### src/rtl/ssd_scan_driver_if.sv
// Bundle between the datapath/refresh counter and the seven-segment scan driver.
// The master side supplies the digit select and display value; the slave side drives the pins.
interface ssd_scan_driver_if;
    logic [2:0]  ss_counter;
    logic        load;
    logic [31:0] data_in;
    logic [7:0]  dp_in;
    logic        lz_blank_en;
    logic [7:0]  anode;
    logic [6:0]  cathode;
    logic        dp_n;
    logic        frame_tick;

    modport master (
        output ss_counter, load, data_in, dp_in, lz_blank_en,
        input  anode, cathode, dp_n, frame_tick
    );

    modport slave (
        input  ss_counter, load, data_in, dp_in, lz_blank_en,
        output anode, cathode, dp_n, frame_tick
    );
endinterface

### src/rtl/ssd_scan_driver.sv
// Eight-digit seven-segment scan driver: anti-ghost blanking between digits,
// tear-free value commit on the 7->0 frame boundary, optional leading-zero suppression.
module ssd_scan_driver #(
    parameter int unsigned BLANK_CYCLES = 16,
    parameter int unsigned CNT_W        = 8
) (
    input  logic               clk,
    input  logic               rst,
    ssd_scan_driver_if.slave   bus
);

    localparam logic [CNT_W-1:0] CNT_LOAD = CNT_W'(BLANK_CYCLES - 1);
    localparam logic [CNT_W-1:0] CNT_ONE  = {{(CNT_W-1){1'b0}}, 1'b1};

    typedef enum logic [0:0] {
        ST_BLANK = 1'b0,
        ST_DRIVE = 1'b1
    } state_t;

    function automatic logic [6:0] hex_decode(input logic [3:0] nib);
        logic [6:0] seg;
        case (nib)
            4'h0:    seg = 7'b1000000;
            4'h1:    seg = 7'b1111001;
            4'h2:    seg = 7'b0100100;
            4'h3:    seg = 7'b0110000;
            4'h4:    seg = 7'b0011001;
            4'h5:    seg = 7'b0010010;
            4'h6:    seg = 7'b0000010;
            4'h7:    seg = 7'b1111000;
            4'h8:    seg = 7'b0000000;
            4'h9:    seg = 7'b0010000;
            4'hA:    seg = 7'b0001000;
            4'hB:    seg = 7'b0000011;
            4'hC:    seg = 7'b1000110;
            4'hD:    seg = 7'b0100001;
            4'hE:    seg = 7'b0000110;
            4'hF:    seg = 7'b0001110;
            default: seg = 7'b1111111;
        endcase
        return seg;
    endfunction

    // Bit i set means digit i and every digit above it hold zero; digit 0 is never flagged.
    function automatic logic [7:0] lz_mask(input logic [31:0] value);
        logic [7:0] mask;
        logic       zero_above;
        mask       = 8'h00;
        zero_above = 1'b1;
        for (int i = 7; i >= 1; i--) begin
            zero_above = zero_above & (value[4*i +: 4] == 4'h0);
            mask[i]    = zero_above;
        end
        return mask;
    endfunction

    logic [2:0]       ss_q_r;
    state_t           state_r;
    logic [CNT_W-1:0] cnt_r;
    logic [31:0]      disp_r;
    logic [7:0]       dp_r;
    logic [31:0]      pend_data_r;
    logic [7:0]       pend_dp_r;
    logic             pend_valid_r;
    logic [7:0]       anode_r;
    logic [6:0]       cathode_r;
    logic             dp_n_r;
    logic             frame_tick_r;

    logic             change_s;
    logic             boundary_s;
    logic [3:0]       nibble_s;
    logic [7:0]       lz_mask_s;
    logic [6:0]       seg_s;
    logic [7:0]       anode_drive_s;
    logic             dp_drive_s;

    // Select-change detection and per-digit segment pattern for the currently held select.
    always_comb begin
        change_s      = (bus.ss_counter != ss_q_r);
        boundary_s    = change_s && (ss_q_r == 3'd7) && (bus.ss_counter == 3'd0);
        nibble_s      = disp_r[{ss_q_r, 2'b00} +: 4];
        lz_mask_s     = lz_mask(disp_r);
        anode_drive_s = ~(8'b0000_0001 << ss_q_r);
        dp_drive_s    = ~dp_r[ss_q_r];
        if (bus.lz_blank_en && lz_mask_s[ss_q_r]) begin
            seg_s = 7'h7F;
        end else begin
            seg_s = hex_decode(nibble_s);
        end
    end

    // Scan FSM: blank on every select change, then drive the digit once the hold-off expires.
    // The expiring BLANK cycle already drives, so the dark window is exactly BLANK_CYCLES long.
    always_ff @(posedge clk or posedge rst) begin
        if (rst) begin
            ss_q_r    <= 3'd0;
            state_r   <= ST_BLANK;
            cnt_r     <= CNT_LOAD;
            anode_r   <= 8'hFF;
            cathode_r <= 7'h7F;
            dp_n_r    <= 1'b1;
        end else begin
            ss_q_r <= bus.ss_counter;
            if (change_s) begin
                state_r   <= ST_BLANK;
                cnt_r     <= CNT_LOAD;
                anode_r   <= 8'hFF;
                cathode_r <= 7'h7F;
                dp_n_r    <= 1'b1;
            end else begin
                case (state_r)
                    ST_BLANK: begin
                        if (cnt_r == {CNT_W{1'b0}}) begin
                            state_r   <= ST_DRIVE;
                            anode_r   <= anode_drive_s;
                            cathode_r <= seg_s;
                            dp_n_r    <= dp_drive_s;
                        end else begin
                            cnt_r     <= cnt_r - CNT_ONE;
                            anode_r   <= 8'hFF;
                            cathode_r <= 7'h7F;
                            dp_n_r    <= 1'b1;
                        end
                    end
                    ST_DRIVE: begin
                        anode_r   <= anode_drive_s;
                        cathode_r <= seg_s;
                        dp_n_r    <= dp_drive_s;
                    end
                    default: begin
                        state_r   <= ST_BLANK;
                        cnt_r     <= CNT_LOAD;
                        anode_r   <= 8'hFF;
                        cathode_r <= 7'h7F;
                        dp_n_r    <= 1'b1;
                    end
                endcase
            end
        end
    end

    // Pending capture and frame-boundary commit; a load on the boundary itself bypasses pending.
    always_ff @(posedge clk or posedge rst) begin
        if (rst) begin
            disp_r       <= 32'h0000_0000;
            dp_r         <= 8'h00;
            pend_data_r  <= 32'h0000_0000;
            pend_dp_r    <= 8'h00;
            pend_valid_r <= 1'b0;
            frame_tick_r <= 1'b0;
        end else begin
            frame_tick_r <= 1'b0;
            if (boundary_s && bus.load) begin
                disp_r       <= bus.data_in;
                dp_r         <= bus.dp_in;
                pend_valid_r <= 1'b0;
                frame_tick_r <= 1'b1;
            end else if (boundary_s && pend_valid_r) begin
                disp_r       <= pend_data_r;
                dp_r         <= pend_dp_r;
                pend_valid_r <= 1'b0;
                frame_tick_r <= 1'b1;
            end else if (bus.load) begin
                pend_data_r  <= bus.data_in;
                pend_dp_r    <= bus.dp_in;
                pend_valid_r <= 1'b1;
            end
        end
    end

    assign bus.anode      = anode_r;
    assign bus.cathode    = cathode_r;
    assign bus.dp_n       = dp_n_r;
    assign bus.frame_tick = frame_tick_r;

endmodule

### src/flat_wrapper.sv
// flat-port wrapper written by rule: the top's interface ports become plain ports
module ssd_scan_driver_flat 
#(
    parameter int unsigned BLANK_CYCLES = 16,
    parameter int unsigned CNT_W        = 8
)
  (clk, rst, bus_ss_counter, bus_load, bus_data_in, bus_dp_in, bus_lz_blank_en, bus_anode, bus_cathode, bus_dp_n, bus_frame_tick);
  ssd_scan_driver_if bus_i ();
  input  logic clk;
  input  logic rst;
  input wire logic [$bits(bus_i.ss_counter)-1:0] bus_ss_counter;
  input wire logic [$bits(bus_i.load)-1:0] bus_load;
  input wire logic [$bits(bus_i.data_in)-1:0] bus_data_in;
  input wire logic [$bits(bus_i.dp_in)-1:0] bus_dp_in;
  input wire logic [$bits(bus_i.lz_blank_en)-1:0] bus_lz_blank_en;
  output wire logic [$bits(bus_i.anode)-1:0] bus_anode;
  output wire logic [$bits(bus_i.cathode)-1:0] bus_cathode;
  output wire logic [$bits(bus_i.dp_n)-1:0] bus_dp_n;
  output wire logic [$bits(bus_i.frame_tick)-1:0] bus_frame_tick;
  assign bus_i.ss_counter = bus_ss_counter;
  assign bus_i.load = bus_load;
  assign bus_i.data_in = bus_data_in;
  assign bus_i.dp_in = bus_dp_in;
  assign bus_i.lz_blank_en = bus_lz_blank_en;
  assign bus_anode = bus_i.anode;
  assign bus_cathode = bus_i.cathode;
  assign bus_dp_n = bus_i.dp_n;
  assign bus_frame_tick = bus_i.frame_tick;
  ssd_scan_driver #(.BLANK_CYCLES(BLANK_CYCLES), .CNT_W(CNT_W)) u_core (.clk(clk), .rst(rst), .bus(bus_i));
endmodule
### config.mk
export PLATFORM = sky130hd
export DESIGN_NAME = ssd_scan_driver_flat
export DESIGN_NICKNAME = d
export VERILOG_FILES = /design/src/rtl/ssd_scan_driver_if.sv /design/src/rtl/ssd_scan_driver.sv /design/src/flat_wrapper.sv
export SDC_FILE = /design/constraint.sdc
export NUM_CORES = 1
export LEC_CHECK = 0
export CAP_MARGIN = 40
export CORE_UTILIZATION = 40
export DETAILED_ROUTE_END_ITERATION = 7
export PLACE_DENSITY = 0.7
export SETUP_SLACK_MARGIN = 0.1
export SYNTH_ARGS = -nofsm -noshare
export SYNTH_HDL_FRONTEND = slang
export SYNTH_SLANG_ARGS = --single-unit
export TNS_END_PERCENT = 30
### constraint.sdc
create_clock -name clk -period 3.9 [get_ports clk]
set_input_delay 0.78 -clock clk [delete_from_list [all_inputs] [get_ports clk]]
set_output_delay 0.78 -clock clk [all_outputs]
set_load 0.02 [all_outputs]
==> flow_metrics.py <==
metrics = {
    "status": {
        "status": "finished, final reports clean",
    },
    "critical_path": {
        "worstPathCellList": "nand2_1 -> or4_1 -> buf_4 -> nand2_1 -> buf_4 -> mux2_2",
        "path_class": "flop to flop",
        "critPathArrivalTime_ps": 3080,
        "max_stage_delay_ps": 840,
        "worst-r2r-setup-slack_ps": 1040,
        "cp_top_family": "simple AND/OR/NAND/NOR gates",
        "r2r.worst_path.cells": 6,
        "crit_start": "u_core.ss_q_r[0]",
        "reg2reg_to": "u_core.pend_data_r[16]",
        "cp.required_ps": 4120,
        "start_kind": "flop",
        "r2r-start": "u_core.ss_q_r[0]",
        "end_kind": "flop",
        "path_buf_inv": 2,
        "cp_max_fo": 25,
        "slowest_stage": "dfrtp_1",
        "cp.depth": 6,
    },
    "detailed_routing": {
        "post_drt_wl_per_cell_microns": 17.0,
        "dr.pass1.iters": 4,
        "via_count": 3882,
        "drt_iter0_drc": 288,
        "avgViaCountPerCell": 5.56,
        "wl_microns": 11900,
        "antenna_left": 0,
        "drc_errors": 0,
    },
    "timing": {
        "period_minus_slack_ps": 2860,
        "finalHoldViolCount": 0,
        "finalMaxSlewViolations": 0,
        "finClkSkew_ps": 9.57,
        "worst_slew_pin_slew_ps": 907,
        "rsz0062_at_grt": "false",
        "hold_ws_ps": 496,
        "max_freq_mhz": 350,
        "setup_viol": 0,
        "maxSlewHeadroom_pct": 39.5,
        "fin_tns_setup_ps": 0,
        "post-route-period-util_pct": 73.3,
    },
    "pwr": {
        "p_leak_nw": 2.56,
        "report.power.total_w": 0.00278,
        "max-vdd-ir-drop_uv": 248,
        "powerDensity_nw_per_um2": 439,
    },
    "yosys": {
        "seq_area_frac_synth_pct": 52.7,
        "netlist_area_sq_um": 5270,
        "synth_nets": 523,
        "synth-edff-count": 0,
        "async_flop_share_pct": 100,
        "yosys_warnings": 0,
        "synth_area_per_cell_sq_um": 11.3,
        "syn_inst": 468,
        "ys_seq_elements": 110,
        "synth_cell_types": 48,
        "ys.flop_type": "dfrtp_1",
    },
    "placed_design": {
        "io_buffers": 63,
        "placed_cell_area_sq_um": 6060,
        "place_congestion": 0.847,
        "dpl.hpwl_microns": 8330,
    },
    "floorplan": {
        "ios": 64,
        "core_area_sq_um": 12700,
        "rows": 41,
        "fp.dieW_microns": 117,
        "die_h_microns": 117,
        "initial_core_util_pct": 41.4,
        "die_area_sq_um": 13600,
    },
    "job": {
        "maxCapViolations": 0,
    },
    "clock_tree": {
        "holdBufCountCts": 0,
        "clk_path_buf_depth": 2,
        "clk_pin_slew_worst_paths_ps": 60,
        "cts_resized": 0,
        "cts_tree": "built",
        "postCtsSetupBuffers": 0,
        "htree_levels": 3,
        "cts-root-buf": "clkbuf_16",
        "clock_latency_ps": 340,
        "cts_made_buffers": 9,
        "clock_sinks": 110,
    },
    "layout": {
        "syn_to_final_growth_pct": 20.1,
        "stdcell_area_sq_um": 6330,
        "final_nets": 576,
        "utilization_pct": 49.8,
        "drive_gt1_share_pct": 19.8,
        "nFillCells": 1195,
        "layout_common_cells": "dfrtp_1 (90), clkdlybuf4s50_1 (63), nand2_1 (44), mux2_2 (44), o22ai_1 (42)",
        "diodes": 0,
        "mostFrequentLayoutCell": "dfrtp_1",
    },
    "global_route": {
        "grtUsageTotal_pct": 18.8,
        "grt_first_pass_wirelength_microns": 19500,
        "grt_start_max_net_pins": 71,
        "overflow": 0,
        "antenna_found_initial": 0,
        "grt_pass1_vias": 3873,
    },
    "worst_hold_path": {
        "whs_path_depth": 2,
        "whs_endpoint": "u_core.disp_r[0]",
        "hold_start": "u_core.disp_r[0]",
        "min_path_type": "flop to flop",
    },
}
==> state kept, by name, summed over array words and instances (netlist names) <==
signal                 count
u_core.bus.anode           8
u_core.bus.cathode         7
u_core.bus.dp_n            1
u_core.bus.frame_tick      1
u_core.cnt_r               8
u_core.disp_r             32
u_core.dp_r                8
u_core.pend_data_r        32
u_core.pend_dp_r           8
u_core.pend_valid_r        1
u_core.ss_q_r              3
u_core.state_r             1
==> routing by layer <==
metal | wire length (microns) | global-route usage (%)
met4 | 252 | 9.87
met5 | 0 | 0
met1 | 5210 | 24.5
met3 | 592 | 3.19
met2 | 5810 | 30.3
==> report_power, final <==
| group | internal, W | total [W] | switching [W] | leakage [nW] |
|---|---|---|---|---|
| Sequential | 0.00129 | 0.00143 | 0.000142 | 1.32 |
| Clock | 0.000467 | 0.000847 | 0.000380 | 0.137 |
| Combinational | 0.000259 | 0.000503 | 0.000243 | 1.11 |
| Total | 0.00201 | 0.00278 | 0.000766 | 2.56 |
==> worst reg2reg max path, stage by stage, from the launching register on <==
cell,delay [ps]
dfrtp_1,840
nand2_1,310
or4_1,540
buf_4,220
nand2_1,110
buf_4,330
mux2_2,400
==> logic make-up after synthesis <==
group | Yosys count | share of synthesized area (%)
AO/OA/AOI/OAI | 121 | 14.2
AND/OR/NAND/NOR | 115 | 11.3
flip-flops | 110 | 52.7
multiplexers | 61 | 14.4
buffers and inverters | 43 | 3.80
XOR/XNOR | 10 | 1.66
adder cells (fa/ha/maj) | 8 | 1.90
==> how the worst max path moves through the flow <==
| stage | endpoint | slack [ps] |
|---|---|---|
| 2_1_floorplan | u_core.bus.frame_tick | 250 |
| 3_3_place_gp | u_core.pend_data_r[12] | 860 |
| 3_5_place_dp | u_core.pend_dp_r[6] | 820 |
| 4_1_cts | u_core.pend_data_r[16] | 1060 |
| 5_1_grt | u_core.bus.cathode[3] | 890 |
| 6_report | u_core.pend_data_r[16] | 1040 |
==> final cells by class <==
type	count	area (sq um)	share of cell area, %
clock buffer	14	264	4.17
clock inverter	2	10.0	0.158
inverter	11	43.8	0.692
multi-input combinational	315	2290	36.2
sequential	110	2780	43.9
tap	172	215	3.40
timing repair buffer	74	726	11.5
==> synth_stat cells (2+ instances only) <==
cell	count	area share, %
and2_1	18	2.1
mux4_2	5	2.1
dfrtp_1	90	43
nor2b_1	2	0.24
mux2i_1	10	1.9
or3_1	2	0.24
nor4_1	6	0.71
dfstp_2	20	10
a21oi_1	25	2.4
nor3_1	3	0.28
o211ai_1	5	0.71
inv_1	10	0.71
a31oi_1	19	2.3
ha_1	8	1.9
nor3_2	2	0.38
nand2b_1	3	0.36
nor2_1	13	0.93
buf_4	7	1.0
o21ai_1	4	0.38
nand2_1	44	3.1
buf_2	4	0.38
or4_1	3	0.43
o22ai_1	42	5.0
nand3_1	11	1.0
mux2_2	44	9.4
xnor2_1	9	1.5
nand4_1	2	0.24
o21ai_0	18	1.7
clkbuf_1	20	1.4
==> through the flow <==
step	std cells	setup WS (ps)
after CTS	698	1060
after floorplan	468	251
after global placement	682	863
after detailed placement	682	816
after global routing	698	887
final	698	1040
(Power assumes the default switching activity.)
